$ cat config.mk
export PLATFORM = sky130hd
export DESIGN_NAME = instr_encoder_loader
export DESIGN_NICKNAME = d
export VERILOG_FILES = /design/src/rtl/instr_encoder_loader_pkg.sv /design/src/rtl/instr_encoder_loader_field_packer.sv /design/src/rtl/instr_encoder_loader.sv
export SDC_FILE = /design/constraint.sdc
export NUM_CORES = 1
export LEC_CHECK = 0
export BUFFER_PORTS_ARGS = -buffer_cell sky130_fd_sc_hd__buf_2
export CAP_MARGIN = 0
export CORE_ASPECT_RATIO = 1.75
export CORE_UTILIZATION = 51
export DETAILED_ROUTE_END_ITERATION = 10
export PLACE_DENSITY_LB_ADDON = 0.12
export SLEW_MARGIN = 10
export SYNTH_ARGS = -nofsm -noshare
export SYNTH_HDL_FRONTEND = slang
export SYNTH_SLANG_ARGS = --single-unit
$ cat constraint.sdc
create_clock -name i_clk -period 5.05 [get_ports i_clk]
set_input_delay 0.505 -clock i_clk [delete_from_list [all_inputs] [get_ports i_clk]]
set_output_delay 0.505 -clock i_clk [all_outputs]
set_load 0.02 [all_outputs]
$ cat src/rtl/instr_encoder_loader_pkg.sv
// Shared encodings for the instruction encoder/loader: field kinds, FSM states,
// MIPS opcode/funct constants and the program terminator word.
package instr_encoder_loader_pkg;

  typedef enum logic [1:0] {
    KIND_R   = 2'b00,
    KIND_I   = 2'b01,
    KIND_J   = 2'b10,
    KIND_RSV = 2'b11
  } kind_e;

  typedef enum logic [1:0] {
    ST_IDLE  = 2'b00,
    ST_WRITE = 2'b01,
    ST_FULL  = 2'b10,
    ST_DONE  = 2'b11
  } state_e;

  localparam logic [5:0] OP_RTYPE = 6'h00;
  localparam logic [5:0] OP_J     = 6'h02;
  localparam logic [5:0] OP_JAL   = 6'h03;
  localparam logic [5:0] OP_BEQ   = 6'h04;
  localparam logic [5:0] OP_BNE   = 6'h05;
  localparam logic [5:0] OP_ADDI  = 6'h08;
  localparam logic [5:0] OP_ADDIU = 6'h09;
  localparam logic [5:0] OP_SLTI  = 6'h0A;
  localparam logic [5:0] OP_ANDI  = 6'h0C;
  localparam logic [5:0] OP_ORI   = 6'h0D;
  localparam logic [5:0] OP_LUI   = 6'h0F;
  localparam logic [5:0] OP_LB    = 6'h20;
  localparam logic [5:0] OP_LW    = 6'h23;
  localparam logic [5:0] OP_LBU   = 6'h24;
  localparam logic [5:0] OP_SB    = 6'h28;
  localparam logic [5:0] OP_SW    = 6'h2B;
  localparam logic [5:0] OP_HALT  = 6'h3F;

  localparam logic [5:0] FN_JR    = 6'h08;
  localparam logic [5:0] FN_JALR  = 6'h09;

  localparam logic [31:0] HALT_WORD = {OP_HALT, 26'd0};

endpackage

$ cat src/rtl/instr_encoder_loader_field_packer.sv
// instr_field_packer: combinational packing of decoded-style fields into one
// 32-bit MIPS word; flags the reserved kind so the caller can drop it.
module instr_field_packer
  import instr_encoder_loader_pkg::*;
(
  input  logic [1:0]  kind_i,
  input  logic [5:0]  opcode_i,
  input  logic [5:0]  funct_i,
  input  logic [4:0]  rs_i,
  input  logic [4:0]  rt_i,
  input  logic [4:0]  rd_i,
  input  logic [4:0]  sa_i,
  input  logic [15:0] imm_i,
  input  logic [25:0] target_i,
  output logic [31:0] word_o,
  output logic        rsv_o
);

  always_comb begin
    word_o = '0;
    rsv_o  = 1'b0;
    case (kind_e'(kind_i))
      // R-type ignores the supplied opcode; the word always carries SPECIAL
      KIND_R:  word_o = {OP_RTYPE, rs_i, rt_i, rd_i, sa_i, funct_i};
      KIND_I:  word_o = {opcode_i, rs_i, rt_i, imm_i};
      KIND_J:  word_o = {opcode_i, target_i};
      default: rsv_o  = 1'b1;
    endcase
  end

endmodule

$ cat src/rtl/instr_encoder_loader.sv
// Program loader: encodes field bundles and writes them to instruction memory at
// auto-incrementing addresses. Optional terminator append via HALT_APPEND_EN.
module instr_encoder_loader #(
  parameter int          ADDR_W    = 8,
  parameter logic [31:0] HALT_WORD = instr_encoder_loader_pkg::HALT_WORD
) (
  input  logic              i_clk,
  input  logic              i_rst_n,
  input  logic              i_valid,
  output logic              o_ready,
  input  logic [1:0]        i_kind,
  input  logic [5:0]        i_opcode,
  input  logic [5:0]        i_funct,
  input  logic [4:0]        i_rs,
  input  logic [4:0]        i_rt,
  input  logic [4:0]        i_rd,
  input  logic [4:0]        i_sa,
  input  logic [15:0]       i_imm,
  input  logic [25:0]       i_target,
  input  logic              i_finish,
  input  logic              i_clear,
  output logic              o_mem_we,
  output logic [ADDR_W-1:0] o_mem_addr,
  output logic [31:0]       o_mem_data,
  output logic [ADDR_W:0]   o_count,
  output logic              o_done,
  output logic              o_full,
  output logic              o_err
);

  import instr_encoder_loader_pkg::*;

  localparam logic [ADDR_W-1:0] LAST_ADDR = '1;
  localparam logic [ADDR_W:0]   DEPTH_CNT = {1'b1, {ADDR_W{1'b0}}};

  state_e            state_q, state_d;
  logic [ADDR_W-1:0] addr_q, addr_d;
  logic [ADDR_W:0]   count_q, count_d;
  logic [31:0]       data_q, data_d;
  logic              fin_pend_q, fin_pend_d;
  logic              halt_q, halt_d;
  logic              done_q, done_d;
  logic              full_q, full_d;
  logic              err_q, err_d;
  logic              go_finish;
  logic [31:0]       pk_word;
  logic              pk_rsv;

  instr_field_packer u_packer (
    .kind_i   (i_kind),
    .opcode_i (i_opcode),
    .funct_i  (i_funct),
    .rs_i     (i_rs),
    .rt_i     (i_rt),
    .rd_i     (i_rd),
    .sa_i     (i_sa),
    .imm_i    (i_imm),
    .target_i (i_target),
    .word_o   (pk_word),
    .rsv_o    (pk_rsv)
  );

  always_ff @(posedge i_clk or negedge i_rst_n) begin
    if (!i_rst_n) begin
      state_q    <= ST_IDLE;
      addr_q     <= '0;
      count_q    <= '0;
      data_q     <= '0;
      fin_pend_q <= 1'b0;
      halt_q     <= 1'b0;
      done_q     <= 1'b0;
      full_q     <= 1'b0;
      err_q      <= 1'b0;
    end else begin
      state_q    <= state_d;
      addr_q     <= addr_d;
      count_q    <= count_d;
      data_q     <= data_d;
      fin_pend_q <= fin_pend_d;
      halt_q     <= halt_d;
      done_q     <= done_d;
      full_q     <= full_d;
      err_q      <= err_d;
    end
  end

  always_comb begin
    state_d    = state_q;
    addr_d     = addr_q;
    count_d    = count_q;
    data_d     = data_q;
    fin_pend_d = fin_pend_q;
    halt_d     = halt_q;
    done_d     = done_q;
    full_d     = full_q;
    err_d      = err_q;
    go_finish  = 1'b0;

    case (state_q)
      ST_IDLE: begin
        if (i_valid) begin
          if (pk_rsv) begin
            // reserved bundle is dropped; a finish riding with it still closes the program
            err_d     = 1'b1;
            go_finish = i_finish;
          end else begin
            data_d     = pk_word;
            fin_pend_d = i_finish;
            state_d    = ST_WRITE;
          end
        end else if (i_finish) begin
          go_finish = 1'b1;
        end
      end

      ST_WRITE: begin
        if (count_q != DEPTH_CNT) count_d = count_q + 1'b1;
        if (addr_q != LAST_ADDR)  addr_d  = addr_q + 1'b1;
        if (halt_q) begin
          halt_d  = 1'b0;
          state_d = ST_DONE;
          done_d  = 1'b1;
        end else if (addr_q == LAST_ADDR) begin
          state_d = ST_FULL;
          full_d  = 1'b1;
        end else if (fin_pend_q) begin
          fin_pend_d = 1'b0;
          go_finish  = 1'b1;
        end else begin
          state_d = ST_IDLE;
        end
      end

      ST_FULL: begin
        if (i_valid) err_d = 1'b1;
        if (i_finish || fin_pend_q) begin
          fin_pend_d = 1'b0;
          state_d    = ST_DONE;
          done_d     = 1'b1;
`ifdef HALT_APPEND_EN
          err_d      = 1'b1;
`endif
        end
      end

      default: ;
    endcase

    if (go_finish) begin
      // data bus parks on the terminator once the program is closed
      data_d = HALT_WORD;
`ifdef HALT_APPEND_EN
      halt_d  = 1'b1;
      state_d = ST_WRITE;
`else
      state_d = ST_DONE;
      done_d  = 1'b1;
`endif
    end

    if (i_clear) begin
      state_d    = ST_IDLE;
      addr_d     = '0;
      count_d    = '0;
      fin_pend_d = 1'b0;
      halt_d     = 1'b0;
      done_d     = 1'b0;
      full_d     = 1'b0;
      err_d      = 1'b0;
    end
  end

  assign o_ready    = (state_q == ST_IDLE);
  assign o_mem_we   = (state_q == ST_WRITE);
  assign o_mem_addr = addr_q;
  assign o_mem_data = data_q;
  assign o_count    = count_q;
  assign o_done     = done_q;
  assign o_full     = full_q;
  assign o_err      = err_q;

endmodule
### Word level (Yosys, flattened, before mapping)

Index checks and enable logic that the tools add are counted.

| cells by class | value |
|---|---|
| add/sub/neg operators | 2 |
| eq/ne operators | 20 |
| mux-type cells | 50 |
| reductions and logical operators | 23 |

Operators by type and width:

| kind | number |
|---|---|
| $mux 32 | 4 |
| $pmux 32 s3 | 1 |
| $mux 9 | 3 |
| $mux 1 | 26 |
| $mux 8 | 3 |
| $mux 2 | 8 |
| $reduce_bool 2->1 | 7 |
| $ne 3x3->1 const B | 4 |
| $ne 4x2->1 const B | 3 |
| $add 9x1->9 const B | 1 |
| $ne 3x2->1 const B | 3 |
| $ne 9x9->1 const B | 1 |
| $reduce_and 3->1 | 3 |
| $add 8x1->8 const B | 1 |
| $eq 8x8->1 const B | 1 |
| $ne 8x8->1 const B | 1 |
| $reduce_bool 4->1 | 2 |
| $ne 6x3->1 const B | 1 |
| $pmux 1 s2 | 3 |
| $pmux 2 s3 | 1 |
| $reduce_and 6->1 | 1 |
| $reduce_and 5->1 | 1 |
| $reduce_bool 5->1 | 1 |
| $eq 2x1->1 const B | 2 |
| other kinds (10) | 13 |

| word-level totals | value |
|---|---|
| flip-flop bits (word level) | 56 |
| output and inout bits | 54 |
| word-level logic and storage cells | 104 |

### Depth between registers and ports, before layout

| depth | value |
|---|---|
| word-level depth | 7 |
| depth in mapped cells | 8 |
| gate-level depth less buffers | 6 |

### Hierarchy

Synthesis repeated with hierarchy kept, for this count alone.

| unflattened totals | value |
|---|---|
| cell total of the unflattened synthesis | 337 |
| area total of the unflattened synthesis | 3113.0 µm² |

Modules (own cells, without submodules):

| module | instances | cells an instance | area an instance (µm²) |
|---|---|---|---|
| instr_encoder_loader | 1 | 277 | 2593.7 |
| instr_field_packer | 1 | 60 | 519.2 |

### Worst setup path after synthesis

OpenSTA, ideal clock, no wires.

| path | value |
|---|---|
| kind | reg-to-reg |
| start | reg state_q[0] |
| end | reg state_q[0] |
| setup time | 121 ps |
| arrival time | 1676 ps |
| path slack | 3253 ps |
| cell stages (with the launch flop) | 7 |
| path buffers | 1 |
| cells stage by stage | dfrtp_1 -> ha_1 -> buf_2 -> or3_1 -> a21oi_1 -> a21oi_1 -> o22a_1 |

| on the way | value |
|---|---|
| word-level cells in the longest chain between the ends | 4 |
| elaborated cells on any way between the ends | 13 |
| those cells by class | eq/ne (6); mux (4); reduce/logical (3) |

RTL lines:

| item | RTL line | source |
|---|---|---|
| start, declared | instr_encoder_loader.sv:36 | `state_e state_q, state_d;` |
| start signal, assigned | instr_encoder_loader.sv:75 | `state_q <= state_d;` |
| $eq 2x1->1 (*) | n/a |  |
| net o_mem_we | instr_encoder_loader.sv:22 | `output logic o_mem_we,` |
| $pmux 1 s2 or $pmux 2 s3 (tied branches) | instr_encoder_loader.sv:99 | `case (state_q)` |
| $ne 6x3->1 (no line), or another cell as far along | n/a |  |
| $reduce_and 5->1 (no line) or $mux 2 (tied branches) | n/a |  |

The timed path passes the listed nets; every way through them passes the cells marked *.
A chain may end at the register's enable or synchronous reset.

### Final worst setup path

| path | value |
|---|---|
| start | reg state_q[1] |
| end | out o_mem_we |

| on the way | value |
|---|---|
| word-level cells in the longest chain between the ends | 1 |

RTL lines:

| item | RTL line | source |
|---|---|---|
| $eq 2x1->1 | instr_encoder_loader.sv:174 | `assign o_mem_we = (state_q == ST_WRITE);` |
| end, declared | instr_encoder_loader.sv:22 |  |

No other way between the ends.

==> results.json <==
{
  "synth.distinct_cells": 45,
  "htreeDepth": 2,
  "area_growth_pct": 25.9,
  "die_width_um": 60.7,
  "ir_worst_vdd_mv": 0.244,
  "muxShareOfSynthArea_pct": 7.15,
  "cp-start-kind": "flop",
  "synth-xor-area-share_pct": 2.84,
  "clk_path_buf_depth": 2,
  "core_area_um2": 5830,
  "post-cts-setup-buffers": 0,
  "crit_arrival_ns": 1.71,
  "drt_pass1_iterations": 5,
  "synth_simple_gate_area_share_pct": 23.4,
  "start_util_pct": 52.8,
  "r2r_slack_ns": 2.88,
  "vias": 2921,
  "crit_chain": "inv_1, ha_1, buf_2",
  "fin_crit_ns": 2.21,
  "via_per_inst": 5.54,
  "synth_top_family_by_area": "simple AND/OR/NAND/NOR gates",
  "met1_usage_pct": 29.5,
  "clkTransAtPathRegs_ns": 0.10,
  "maxCapViolations": 0,
  "syn_avg_cell_area_um2": 9.50,
  "ios": 135,
  "grt_pass1_vias": 2691,
  "timing.hold.ws_ns": 0.302,
  "status": "finished clean",
  "rows": 37,
  "cts.sinks": 55,
  "cp_top_family": "adder cells",
  "endpoint": "o_mem_we",
  "power_density_nw_per_um2": 475,
  "worst-path-stages": 3,
  "synth_edf_count": 0,
  "endpoint_kind": "primary output",
  "postRouteAntennaNets": 0,
  "async_reset_ff_share_pct": 100,
  "cts_tree": "yes",
  "syn_inst": 324,
  "synthFlopType": "dfrtp_1",
  "synthAdderAreaFrac_pct": 2.84,
  "met2_usage_pct": 43.1,
  "finClkSkew_ns": 0.00878,
  "die_h_um": 105,
  "ys_ff_latch": 55,
  "synth_compound_area_share_pct": 14.0,
  "synth_nets": 412,
  "grt_max_degree": 56,
  "setup_violations": 0,
  "rsz0062_at_grt": "false",
  "track_usage_pct": 24.7,
  "gp_congestion": 0.805,
  "final_hold_viol_count": 0,
  "yosysSeqAreaShare_pct": 44.7,
  "grtUsageMet3_pct": 3.59,
  "min_period_over_period_pct": 43.9,
  "cp_num_buf_inv": 2,
  "drcViolationCount": 0,
  "rr_endpoint": "o_mem_addr[7]$_DFFE_PN0P_",
  "numPortBuffers": 134,
  "cts_inserted_buffers": 5,
  "tightest_slew_ns": 0.892,
  "clk-insertion-delay-late_ns": 0.31,
  "dp_hpwl_mm": 5.58,
  "die_area_um2": 6360,
  "setup_tns_ns": 0,
  "top_usage_layer": "met2",
  "clockRootBuffer": "clkbuf_8",
  "drt-total-wl_mm": 7.73,
  "antenna_found_initial": 0,
  "num-nets-final": 536,
  "reg2reg_from": "state_q[1]$_DFFE_PN0P_",
  "postCtsHoldBufs": 0,
  "syn_area_um2": 3080,
  "drive_above_1_share_pct": 36.7,
  "ff2ff_path_depth": 5,
  "final_max_slew_viol_count": 0,
  "max_stage_delay_ns": 0.60,
  "wl_per_cell_um": 14.7,
  "grt.overflow.total": 0,
  "leakage_nw": 1.94,
  "diodes": 0,
  "max_freq_ghz": 0.451,
  "ctsResizeCount": 0,
  "grt_pass1_wl_mm": 12.2,
  "critPathRequiredTime_ns": 4.55,
  "drt_iter0_drc": 183,
  "timing.critical_path.from": "state_q[1]$_DFFE_PN0P_",
  "crit_path_top_delay_cell": "ha_1",
  "crit_path_max_fanout": 18,
  "yosysWarnings": 0,
  "crit_type": "flop to primary output",
  "relSlewSlack_pct": 40.4,
  "hold_class": "primary input to asynchronous set/reset pin"
}
==> cell type report <==
type	instances	area, um2
fillers	529	1960
multi-input cells	237	1550
flip-flops and latches	55	1380
repair buffers	137	693
well taps	78	97.6
clock buffers	6	82.6
inverters	12	45.0
clock inverters	2	35.0
==> logic make-up after synthesis <==
| logic type | count (synthesis) |
|---|---|
| compound gates | 59 |
| xor+xnor | 10 |
| fa+ha+maj | 7 |
| buf+inv | 32 |
| flops | 55 |
| mux | 22 |
| simple gates | 139 |
==> routing by layer <==
| layer | vias to the layer above | wire length, um |
|---|---|---|
| li1 | 1403 | - |
| met1 | 1399 | 3040 |
| met2 | 105 | 4060 |
| met3 | 14 | 435 |
| met4 | 0 | 181 |
| met5 | - | 0 |
==> state kept, by name, summed over array words and instances (netlist names) <==
register and count:
o_mem_data 32, o_count 9, o_mem_addr 8, state_q 2, fin_pend_q 1, o_done 1, o_err 1, o_full 1
==> cell usage in the layout, fill, tap and decap left out, types with 3 or more instances in the layout <==
cell and instances:
buf_2 134, nor2_1 57, dfrtp_1 55, mux2i_1 22
nand3_1 18, a211oi_1 16, nand2_1 15, nor3_2 15
inv_1 11, a21oi_1 11, a221oi_1 10, nor3_1 9
o21ai_0 8, nand4_1 7, ha_1 7, nor2b_1 6
clkbuf_8 6, xor2_1 5, xnor2_1 5, buf_4 3
==> synthesized netlist by cell type, drive strengths merged, types with 2 or more instances <==
master	count	share of area [%]
a21oi	11	1.8
o21ai	10	1.7
nor3	24	6.3
a221oi	10	2.8
nand2	15	1.8
clkbuf	6	0.73
xor2	5	1.4
buf	14	2.9
or3	2	0.41
nor2	57	6.9
nand3	18	2.9
nand4	7	1.4
xnor2	5	1.4
inv	12	1.5
nand2b	2	0.41
a211oi	16	3.9
a21boi	2	0.73
dfrtp	55	45
o211ai	2	0.65
a32o	2	0.65
mux2i	22	7.2
nor2b	6	1.2
ha	7	2.8
==> worst min-delay path by stage <==
stage	to	start	slack [ns]
after global routing	o_mem_data[19]$_DFFE_PN0P_	i_rst_n	0.37
after floorplan	fin_pend_q$_DFFE_PN0P_	i_rst_n	0.21
final	o_mem_data[19]$_DFFE_PN0P_	i_rst_n	0.30
after CTS	o_mem_data[19]$_DFFE_PN0P_	i_rst_n	0.34
after detailed placement	o_mem_data[28]$_DFFE_PN0P_	o_mem_data[28]$_DFFE_PN0P_	0.48
after global placement	o_mem_data[29]$_DFFE_PN0P_	o_mem_data[29]$_DFFE_PN0P_	0.47
==> metrics by stage <==
step	total power, W	worst slack [ns]	area (um2)	cells	utilization, %
global placement	0.00153	2.80	3760	519	64.4
detailed placement	0.00155	2.73	3760	519	64.4
CTS	0.00185	2.85	3880	527	66.5
floorplan	0.00129	3.25	3080	324	-
global route	0.00196	2.72	3880	527	66.5
finish	0.00184	2.84	3880	527	66.5
==> worst reg2reg max path, cell delays in order, from the launching register on <==
cell	delay, ns
dfrtp_1	0.41
inv_1	0.11
ha_1	0.60
o21ai_1	0.31
or4_1	0.53
a21oi_1	0.15
==> where the power goes <==
part	internal (W)	total (W)	switching (W)
clock	0.000161	0.000303	0.000143
sequential	0.000585	0.000674	0.0000893
combinational	0.000321	0.000865	0.000544
Power figures use the tool's default switching activity.
